`src/rtl/riscv_if_pkg.sv`:
```
// ---------------------------------------------------------------------------
// riscv_if_pkg
// Shared definitions for the instruction-fetch stage.
//   fetch_state_t : fetch FSM encoding (IDLE, REQ, WAIT)
//   INSTR_BYTES   : size of one instruction word in bytes (PC increment)
//   NOP_INSTR     : canonical RISC-V NOP (addi x0,x0,0)
// ---------------------------------------------------------------------------
package riscv_if_pkg;

    typedef enum logic [1:0] {
        IDLE = 2'd0,
        REQ  = 2'd1,
        WAIT = 2'd2
    } fetch_state_t;

    localparam int unsigned INSTR_BYTES = 4;

    localparam logic [31:0] NOP_INSTR = 32'h0000_0013;

endpackage

```
`src/rtl/if_perf_counter.sv`:
```
// ---------------------------------------------------------------------------
// if_perf_counter
// 32-bit event counter that sticks at all-ones instead of wrapping.
// Ports:
//   CLK   in   clock, rising edge
//   RST   in   asynchronous active-high reset (count returns to 0)
//   inc   in   count one event this cycle
//   count out  registered event count
// ---------------------------------------------------------------------------
module if_perf_counter (
    input  logic        CLK,
    input  logic        RST,
    input  logic        inc,
    output logic [31:0] count
);

    logic [31:0] count_r;

    // Saturating increment: once all-ones is reached further events are dropped.
    always_ff @(posedge CLK or posedge RST) begin
        if (RST) begin
            count_r <= 32'd0;
        end else if (inc && (count_r != 32'hFFFF_FFFF)) begin
            count_r <= count_r + 32'd1;
        end else begin
            count_r <= count_r;
        end
    end

    assign count = count_r;

endmodule

```
`src/rtl/if_fetch_unit.sv`:
```
// ---------------------------------------------------------------------------
// if_fetch_unit
// Instruction-fetch stage: owns the PC, reads instruction memory as an
// Avalon-MM pipelined read master (one outstanding read), buffers one word
// and presents it to the IF/ID register.
//
// Parameters:
//   ADDR_W    PC / address width
//   RESET_PC  address of the first fetch after reset
// Ports:
//   CLK, RST           clock / asynchronous active-high reset
//   stall_i            hazard unit asks IF/ID to hold
//   redirect_i         one-cycle taken branch/jump pulse from EX
//   redirect_pc        redirect target (low two bits ignored)
//   avm_*              Avalon-MM read master to instruction memory
//   instr, PC, Add1    buffered word, its address, address+4
//   ifid_enable        IF/ID load strobe
//   ifid_clr           IF/ID flush strobe
//   stall_cnt,kill_cnt performance counters (only with IF_FETCH_PERF_CNT_EN)
//
// Optional build macro: IF_FETCH_PERF_CNT_EN adds the stall/kill counters.
// ---------------------------------------------------------------------------
module if_fetch_unit
    import riscv_if_pkg::*;
#(
    parameter int                ADDR_W   = 32,
    parameter logic [ADDR_W-1:0] RESET_PC = {ADDR_W{1'b0}}
) (
    input  logic              CLK,
    input  logic              RST,
    input  logic              stall_i,
    input  logic              redirect_i,
    input  logic [ADDR_W-1:0] redirect_pc,
    output logic [ADDR_W-1:0] avm_address,
    output logic              avm_read,
    input  logic              avm_waitrequest,
    input  logic [31:0]       avm_readdata,
    input  logic              avm_readdatavalid,
    output logic [31:0]       instr,
    output logic [ADDR_W-1:0] PC,
    output logic [ADDR_W-1:0] Add1,
`ifdef IF_FETCH_PERF_CNT_EN
    output logic [31:0]       stall_cnt,
    output logic [31:0]       kill_cnt,
`endif
    output logic              ifid_enable,
    output logic              ifid_clr
);

    localparam logic [ADDR_W-1:0] PC_STEP    = ADDR_W'(INSTR_BYTES);
    localparam logic [ADDR_W-1:0] ALIGN_MASK = ~ADDR_W'(INSTR_BYTES - 1);

    fetch_state_t      state_r;
    fetch_state_t      state_nxt_s;
    logic [ADDR_W-1:0] fetch_pc_r;
    logic [ADDR_W-1:0] fetch_pc_nxt_s;
    logic [ADDR_W-1:0] pc_plus4_s;
    logic [ADDR_W-1:0] redir_tgt_s;
    logic              valid_r;
    logic              valid_nxt_s;
    logic              kill_r;
    logic              kill_nxt_s;
    logic              avm_read_r;
    logic [ADDR_W-1:0] avm_address_r;
    logic [31:0]       instr_r;
    logic [ADDR_W-1:0] pc_r;
    logic [ADDR_W-1:0] add1_r;
    logic              ifid_enable_s;
    logic              rsp_s;
    logic              capture_s;
    logic              issue_s;

    assign redir_tgt_s   = redirect_pc & ALIGN_MASK;
    assign pc_plus4_s    = fetch_pc_r + PC_STEP;   // wraps modulo 2^ADDR_W
    assign ifid_enable_s = valid_r & ~stall_i & ~redirect_i;
    // Responses are only meaningful while waiting; stale ones in IDLE/REQ are dropped.
    assign rsp_s         = (state_r == WAIT) & avm_readdatavalid;
    // A redirect arriving with the response also invalidates that response.
    assign capture_s     = rsp_s & ~kill_r & ~redirect_i;
    assign issue_s       = (state_r == IDLE) & (state_nxt_s == REQ);

    // Next FSM state.
    always_comb begin
        state_nxt_s = state_r;
        case (state_r)
            IDLE: begin
                if (!valid_r || ifid_enable_s) begin
                    state_nxt_s = REQ;
                end else begin
                    state_nxt_s = IDLE;
                end
            end
            REQ: begin
                if (!avm_waitrequest) begin
                    state_nxt_s = WAIT;
                end else begin
                    state_nxt_s = REQ;
                end
            end
            WAIT: begin
                if (avm_readdatavalid) begin
                    state_nxt_s = IDLE;
                end else begin
                    state_nxt_s = WAIT;
                end
            end
            default: begin
                state_nxt_s = IDLE;
            end
        endcase
    end

    // Next fetch PC, buffer-valid and kill flag.
    always_comb begin
        fetch_pc_nxt_s = fetch_pc_r;
        valid_nxt_s    = valid_r;
        kill_nxt_s     = kill_r;

        if (redirect_i) begin
            fetch_pc_nxt_s = redir_tgt_s;
        end else if (capture_s) begin
            fetch_pc_nxt_s = pc_plus4_s;
        end else begin
            fetch_pc_nxt_s = fetch_pc_r;
        end

        if (redirect_i) begin
            valid_nxt_s = 1'b0;
        end else if (capture_s) begin
            valid_nxt_s = 1'b1;
        end else if (ifid_enable_s) begin
            valid_nxt_s = 1'b0;
        end else begin
            valid_nxt_s = valid_r;
        end

        // Any response in WAIT consumes the kill; a redirect while a read is
        // outstanding (and its data not arriving now) marks it for discard.
        if (rsp_s) begin
            kill_nxt_s = 1'b0;
        end else if (redirect_i && (state_r != IDLE)) begin
            kill_nxt_s = 1'b1;
        end else begin
            kill_nxt_s = kill_r;
        end
    end

    // FSM, PC and buffer-control state.
    always_ff @(posedge CLK or posedge RST) begin
        if (RST) begin
            state_r    <= IDLE;
            fetch_pc_r <= RESET_PC;
            valid_r    <= 1'b0;
            kill_r     <= 1'b0;
        end else begin
            state_r    <= state_nxt_s;
            fetch_pc_r <= fetch_pc_nxt_s;
            valid_r    <= valid_nxt_s;
            kill_r     <= kill_nxt_s;
        end
    end

    // Avalon request registers: address latched when the request is issued
    // (using the post-redirect PC) and held until the slave accepts it.
    always_ff @(posedge CLK or posedge RST) begin
        if (RST) begin
            avm_read_r    <= 1'b0;
            avm_address_r <= RESET_PC;
        end else if (issue_s) begin
            avm_read_r    <= 1'b1;
            avm_address_r <= fetch_pc_nxt_s;
        end else if ((state_r == REQ) && !avm_waitrequest) begin
            avm_read_r    <= 1'b0;
            avm_address_r <= avm_address_r;
        end else begin
            avm_read_r    <= avm_read_r;
            avm_address_r <= avm_address_r;
        end
    end

    // Output buffer toward IF/ID.
    always_ff @(posedge CLK or posedge RST) begin
        if (RST) begin
            instr_r <= 32'd0;
            pc_r    <= {ADDR_W{1'b0}};
            add1_r  <= {ADDR_W{1'b0}};
        end else if (capture_s) begin
            instr_r <= avm_readdata;
            pc_r    <= fetch_pc_r;
            add1_r  <= pc_plus4_s;
        end else begin
            instr_r <= instr_r;
            pc_r    <= pc_r;
            add1_r  <= add1_r;
        end
    end

    assign avm_read    = avm_read_r;
    assign avm_address = avm_address_r;
    assign instr       = instr_r;
    assign PC          = pc_r;
    assign Add1        = add1_r;
    assign ifid_enable = ifid_enable_s;
    assign ifid_clr    = redirect_i;

`ifdef IF_FETCH_PERF_CNT_EN
    logic stall_evt_s;
    logic kill_evt_s;

    assign stall_evt_s = valid_r & stall_i;
    assign kill_evt_s  = rsp_s & (kill_r | redirect_i);

    if_perf_counter u_stall_cnt (
        .CLK   (CLK),
        .RST   (RST),
        .inc   (stall_evt_s),
        .count (stall_cnt)
    );

    if_perf_counter u_kill_cnt (
        .CLK   (CLK),
        .RST   (RST),
        .inc   (kill_evt_s),
        .count (kill_cnt)
    );
`endif

endmodule

```
`config.mk`:
```
export PLATFORM = sky130hd
export DESIGN_NAME = if_fetch_unit
export DESIGN_NICKNAME = d
export VERILOG_FILES = /design/src/rtl/riscv_if_pkg.sv /design/src/rtl/if_perf_counter.sv /design/src/rtl/if_fetch_unit.sv
export SDC_FILE = /design/constraint.sdc
export NUM_CORES = 1
export LEC_CHECK = 0
export ABC_CLOCK_PERIOD_IN_PS = 5200
export BUFFER_PORTS_ARGS = -buffer_cell sky130_fd_sc_hd__buf_2
export CORE_MARGIN = 3
export CORE_UTILIZATION = 48
export DETAILED_ROUTE_END_ITERATION = 8
export PLACE_DENSITY = 0.85
export SYNTH_ARGS = -nofsm -noshare
export SYNTH_HDL_FRONTEND = slang
export SYNTH_HIERARCHICAL = 1
export SYNTH_SLANG_ARGS = --single-unit
```
`constraint.sdc`:
```
create_clock -name CLK -period 5.2 [get_ports CLK]
set_input_delay 1.04 -clock CLK [delete_from_list [all_inputs] [get_ports CLK]]
set_output_delay 1.04 -clock CLK [all_outputs]
set_load 0.1 [all_outputs]
```
; Word-level counts from Yosys, hierarchy flattened
; Index checks and enable logic that the tools add are counted.
[totals]
in_bits = 70
word_cells = 45
latchBits = 0
reg_bits = 165
mem_bits_ro = 0
mem_count = 0
mem_bits_rw = 0
[op_classes]
shifts = 0
magnitude_cmp = 0
muxes = 13
eq_ne = 3
n_bitwise = 9
multipliers = 0
n_addsub = 1
div = 0
n_reduce_logical = 10
[ops]
columns = operator, n
row1 = $mux W32, 2
row2 = $add A32 B3 Y32 const B, 1
row3 = $mux W1, 8
row4 = $and A1 B1 Y1, 6
row5 = $pmux W2 S3, 1
row6 = $reduce_bool A2 Y1, 3
row7 = $eq A2 B1 Y1 const B, 2
row8 = $mux W2, 2
row9 = $not A1 Y1, 3
row10 = $reduce_bool A3 Y1, 1
row11 = $eq A2 B2 Y1 const B, 1
row12 = $logic_and A1 B1 Y1, 2
row13 = $logic_not A1 Y1, 2
row14 = $logic_not A2 Y1, 1
row15 = $logic_or A1 B1 Y1, 1

; Depth between registers and ports, before layout
; Gate-level depths: netlist (run 1).
[depth]
depth_word = 9
depth_mapped = 7
ltp_nobuf = 6

; Worst setup path after synthesis (run 1)
; Ideal clock, no wire load.
[synth_timing]
path_type = in2out
from = input port redirect_i
to = output port ifid_enable
slack_ps = 412
path_stages = 4
arrival_time_ps = 3748
cell_sequence = clkbuf_8 -> clkbuf_8 -> clkbuf_1 -> nor3b_1
[synth_between]
elab_chain_cells = 2
[synth_rtl]
columns = item, line
row1 = "start, declared", if_fetch_unit.sv:32  ; input logic redirect_i,
row2 = $not A1 Y1, if_fetch_unit.sv:75  ; assign ifid_enable_s = valid_r & ~stall_i & ~redirect_i;
row3 = $and A1 B1 Y1, if_fetch_unit.sv:75
row4 = "end, declared", if_fetch_unit.sv:46  ; output logic ifid_enable,
; Every way passes these cells.

; Worst setup path in the final report (run 1)
[layout_timing]
from = input port redirect_i
to = output port ifid_clr
[layout_lines]
columns = item, line
row1 = "end, declared", if_fetch_unit.sv:47  ; output logic ifid_clr
; No word-level cell between the ends.

==> flow_summary.toml, run 1 <==
[status]
outcome = "finished, final reports clean"

[timing]
fmax_mhz = 291
setup_tns_ns = 0
finalCritPeriodShare_pct = 66.0
drv_slew = 0
rsz0062_at_grt = "no"
finalClockSkew_ns = 0.00801
setup_ws_ns = 1.77
relSlewSlack_pct = 12.7
setup_viol = 0
period_minus_slack_ns = 3.43
hold_viol_final = 0
tightest_slew_ns = 1.30

[yosys]
ys_warn_count = 6
synth_ff_type = "dfrtp_1"
synth-seq-cells = 163
ys_seq_area_share_pct = 55.0
synthCells = 791
synth_fp_nets = 862
synth_edf_count = 0
synthArstFlopShare_pct = 100
syn_area_sq_mm = 0.00741
avgSynthCellArea_sq_um = 9.37
yosys.cell_types.count = 59

[clock_network]
clock_latency_ns = 0.42
postCtsResizedCells = 0
path_clk_slew_ns = 0.06
clockBufferDepth = 2
cts_setup_buffers = 0
clkSinkCount = 163
root_buffer = "clkbuf_16"
numCtsBuffers = 17
cts_hold_buffers = 0
cts_tree = "yes"
htreeDepth = 4

[setup_path]
path_cells = "buf_2 > buf_2"
critPathSlowestCell = "buf_2"
critical_path_arrival_ns = 2.39
worstPathRequired_ns = 4.16
crit_path_max_fanout = 58
cpPeakStageDelay_ns = 0.77
crit_family = "buffers and inverters"
path_buf_inv = 2
path_class = "primary input to output pin"
start_kind = "primary input"
end_kind = "output pin"
crit_top_cell = "buf_2"

[drt]
routed_wl_mm = 19.5
wl_per_cell_microns = 17.0
final_antenna_net_count = 0
drt_iter0_drc = 400
drc = 0
dr.pass1.iters = 5
vias = 6273
vias_per_cell = 5.45

[grt]
grt_pass1_vias = 5870
grt_pass1_wl_mm = 30.6
antenna_found_initial = 2
gr-total-overflow = 0
track_usage_pct = 23.1
grt_max_degree = 136

[die]
fp.coreArea_sq_mm = 0.0148
placementRows = 44
start_util_pct = 50.1
fp.dieArea_sq_mm = 0.0170
die_w_microns = 130
fp.dieH_microns = 130
ios = 201

[final_layout]
multi_input_area_sq_mm = 0.00297
fin_nets = 1025
drive_above_1_share_pct = 28.0
area_delta_synth_final_pct = 20.5
num-fill-cells = 1216
final_area_sq_mm = 0.00894
fin_util_pct = 60.3
regArea_sq_mm = 0.00408

[job]
max-cap-violations = 0

[place]
dp_hpwl_mm = 13.4
placed_area_sq_mm = 0.00838
port_buffers = 198
place.gp.congestion = 0.904
pre_cts_ws_ns = 1.76

[min_path]
worstHoldPathType = "flop to flop"
-- state kept, by name, summed over array words and instances (netlist names) --
name,count
kill_r,1
fetch_pc_r,32
avm_address,32
avm_read,1
PC,32
valid_r,1
Add1,30
instr,32
state_r,2
-- stage by stage --
step	hold slack, ns	std cells
2_1_floorplan	0.431	791
3_3_place_gp	0.450	1119
3_5_place_dp	0.451	1119
4_1_cts	0.463	1149
6_report	0.465	1152
5_1_grt	0.482	1151
-- tightest hold or removal path, cell delays in order (launching register included) --
cell and delay (ns):
dfrtp_1 0.34, nand2_1 0.05, nand2_1 0.05
-- path summary, 6_finish.rpt --
check,slack (ns),cells after the start,end,start
worst max-delay path,1.77,2,ifid_clr,redirect_i
worst min-delay path,0.46,2,Add1[6],Add1[6]
worst max register to register,2.05,6,avm_address[20],fetch_pc_r[2]
worst min register to register,0.46,2,Add1[6],Add1[6]
max in group asynchronous,3.40,3,fetch_pc_r[25],RST
min in group asynchronous,0.70,2,instr[30],RST
-- final cells by class --
| class | instances | share of cell area (%) |
|---|---|---|
| repair buffers | 205 | 11.8 |
| diodes | 3 | 0.0840 |
| multi-input cells | 558 | 33.3 |
| clock buffers | 21 | 5.26 |
| clock inverters | 9 | 0.924 |
| flip-flops and latches | 163 | 45.6 |
| well taps | 184 | 2.58 |
| inverters | 9 | 0.420 |
-- metal layers --
| layer | share of wire [%] | vias up | GRT usage, % |
|---|---|---|---|
| met5 | 0 | - | 0 |
| met4 | 3.0 | 0 | 10.6 |
| met3 | 8.4 | 47 | 5.94 |
| met2 | 45 | 307 | 34.0 |
| met1 | 44 | 2950 | 32.2 |
| li1 | - | 2969 | - |
-- Yosys cell counts (4+ instances only) --
library cell	instances	share of area, %
o311ai_0	6	0.71
nand3_1	29	2.0
a31oi_1	6	0.51
buf_1	6	0.30
xnor2_1	29	3.4
and3_1	5	0.42
o21ai_0	58	3.9
buf_4	4	0.41
dfrtp_1	163	55
buf_2	5	0.34
inv_1	8	0.41
clkbuf_8	4	0.74
and2_1	4	0.34
nor2_1	22	1.1
a21oi_1	6	0.41
clkbuf_1	34	1.7
nor4_1	10	0.84
nand4_1	16	1.4
mux2_2	20	3.0
nand2_1	274	14
nor3_1	10	0.68
xor2_1	20	2.4
-- cells by family (layout without fill, tap and decap cells) --
family          after synthesis  count (layout)  share of synthesized area, %
compound gates               92              92                          7.34
xor+xnor                     49              49                          5.79
fa+ha+maj                     1               1                         0.169
buf+inv                      70             244                          5.11
flops                       163             163                          55.0
mux                          21              21                          3.17
other cells                   0               3                             0
simple gates                395             395                          23.4
-- placed cells by master, fill, tap and decap left out, types with 2 or more instances in the layout --
| master | synthesis | final |
|---|---|---|
| nor2_1 | 22 | 22 |
| dfrtp_1 | 163 | 163 |
| or4_4 | 2 | 2 |
| nand3_1 | 29 | 29 |
| nand2_1 | 274 | 274 |
| nor4_1 | 10 | 10 |
| o31ai_1 | 2 | 2 |
| xnor2_1 | 29 | 29 |
| diode_2 | 0 | 3 |
| xor2_1 | 20 | 20 |
| a21oi_1 | 6 | 6 |
| nand4_1 | 16 | 16 |
| nand3b_1 | 2 | 2 |
| buf_2 | 5 | 198 |
| a31o_2 | 2 | 2 |
| a31oi_1 | 6 | 6 |
| nand2b_1 | 2 | 2 |
| and2_1 | 4 | 4 |
| o22ai_1 | 3 | 3 |
| nor2b_1 | 3 | 3 |
| nor3_1 | 10 | 10 |
| inv_1 | 8 | 7 |
| o311ai_0 | 6 | 6 |
| mux2_2 | 20 | 20 |
| clkbuf_8 | 4 | 3 |
| clkinvlp_4 | 0 | 6 |
| and3_1 | 5 | 5 |
| or3_1 | 3 | 3 |
| clkbuf_16 | 0 | 17 |
| clkinv_2 | 0 | 3 |
| o21ai_0 | 58 | 58 |
| buf_4 | 4 | 6 |
Power of run 1 is not shown: default switching activity piles up to over one toggle a cycle in this logic, so the estimate is an artifact.
==> run 2: changes to the inputs <==
--- a/config.mk
+++ b/config.mk
@@ -5,7 +5,7 @@
 export SDC_FILE = /design/constraint.sdc
 export NUM_CORES = 1
 export LEC_CHECK = 0
-export ABC_CLOCK_PERIOD_IN_PS = 5200
+export ABC_CLOCK_PERIOD_IN_PS = 3000
 export BUFFER_PORTS_ARGS = -buffer_cell sky130_fd_sc_hd__buf_2
 export CORE_MARGIN = 3
 export CORE_UTILIZATION = 48
==> constraint.sdc (replaced) <==
create_clock -name CLK -period 3 [get_ports CLK]
set_input_delay 0.6 -clock CLK [delete_from_list [all_inputs] [get_ports CLK]]
set_output_delay 0.6 -clock CLK [all_outputs]
set_load 0.1 [all_outputs]
==> run 2 against run 1 <==
Compared with the run above:
- final cell count grew 1.1%
- first-iteration DRC count grew 65%
- sequential share of layout area shrank 0.81 points
- register-to-register slack lost 1.5 ns
- core utilization grew 1.1 points
- clock skew grew 0.00074 ns
- critical endpoint is now fetch_pc_r[30]
- highest routed layer is now met5
==> flow_summary.toml, run 2 (synthesis results as in run 1) <==
[clock_network]
numCtsBuffers = 17
cts_setup_buffers = 0
clock_latency_ns = 0.43
htreeDepth = 4
path_clk_slew_ns = 0.06
cts_tree = "yes"
clockBufferDepth = 2
cts_hold_buffers = 0
root_buffer = "clkbuf_16"
postCtsResizedCells = 0
clkSinkCount = 163

[die]
placementRows = 44
fp.coreArea_sq_mm = 0.0148
fp.dieArea_sq_mm = 0.0170
ios = 201
fp.dieH_microns = 130
die_w_microns = 130
start_util_pct = 50.1

[timing]
rsz0062_at_grt = "no"
fmax_mhz = 413
relSlewSlack_pct = 54.5
finalCritPeriodShare_pct = 80.6
setup_tns_ns = 0
hold_viol_final = 0
finalClockSkew_ns = 0.00875
setup_viol = 0
tightest_slew_ns = 0.673
setup_ws_ns = 0.581
period_minus_slack_ns = 2.42
drv_slew = 0

[drt]
vias_per_cell = 5.36
vias = 6243
wl_per_cell_microns = 17.5
dr.pass1.iters = 5
drc = 0
routed_wl_mm = 20.4
final_antenna_net_count = 0
drt_iter0_drc = 661

[setup_path]
r2r_cells = 5
start_kind = "flop"
cpPeakStageDelay_ns = 0.71
worstPathRequired_ns = 3.31
path_buf_inv = 0
worst-path-stages = 5
crit_family = "simple AND/OR/NAND/NOR gates"
path_class = "flop to flop"
end_kind = "flop"
crit_path_max_fanout = 11
critical_path_arrival_ns = 2.73
reg2reg_slack_ns = 0.58
critPathSlowestCell = "or4_1"
reg2reg_from = "fetch_pc_r[9]"
path_cells = "nand3_2 > or4_1 > nor4_1 > xor2_1 > mux2_2"
r2r_end = "fetch_pc_r[30]"

[grt]
track_usage_pct = 24.5
gr-total-overflow = 0
grt_pass1_wl_mm = 32.3
grt_pass1_vias = 6161
grt_max_degree = 119
antenna_found_initial = 1

[status]
outcome = "finished, final reports clean"

[final_layout]
area_delta_synth_final_pct = 22.7
antenna_cells = 0
fin_cells = 1165
final_common_cell = "nand2_1"
fin_nets = 1039
final_cell_mix = "274 x nand2_1, 198 x buf_2, 163 x dfrtp_1, 58 x o21ai_0"
drive_above_1_share_pct = 29.4
final_area_sq_mm = 0.00910

[place]
place.gp.congestion = 0.969
port_buffers = 198
pre_cts_ws_ns = 0.644
placed_cells_incl_taps = 1133
placed_area_sq_mm = 0.00849
dp_hpwl_mm = 14.4

[min_path]
worstHoldPathType = "primary input to async pin"

[job]
max-cap-violations = 0
## run 2: worst max path at each step
stage	from	slack, ns	to
after CTS	fetch_pc_r[9]	0.63	fetch_pc_r[30]
after global routing	fetch_pc_r[2]	0.40	avm_address[16]
after floorplan	redirect_i	0.08	ifid_enable
after detailed placement	fetch_pc_r[9]	0.64	fetch_pc_r[30]
after global placement	avm_readdatavalid	0.65	fetch_pc_r[14]
final	fetch_pc_r[9]	0.58	fetch_pc_r[30]
## run 2: layout make-up
cell class / instances / area (sq um)
Fill cell: 1236 / 5710
Sequential cell: 163 / 4080
Multi-Input combinational cell: 558 / 2980
Timing Repair Buffer: 219 / 1160
Clock buffer: 19 / 453
Tap cell: 184 / 230
Clock inverter: 13 / 159
Inverter: 9 / 37.5
## run 2: metal layers
metal	routed length, microns	global-route usage, %	share of wire, %
met1	8660	33.0	43
met2	9410	37.7	46
met3	1580	6.75	7.7
met5	7	0	0.034
met4	703	9.60	3.5
## run 2: tightest hold or removal path: stages
cell and delay (ns):
buf_2 0.11, clkinvlp_4 0.08, buf_12 0.42
## run 2: per-stage QoR
step	hold slack (ns)	util, %
floorplan	0.431	-
finish	0.335	61.4
detailed placement	0.455	57.3
CTS	0.350	61.4
global route	0.353	61.4
global placement	0.448	57.3
Power of run 2 is left out for the same reason.
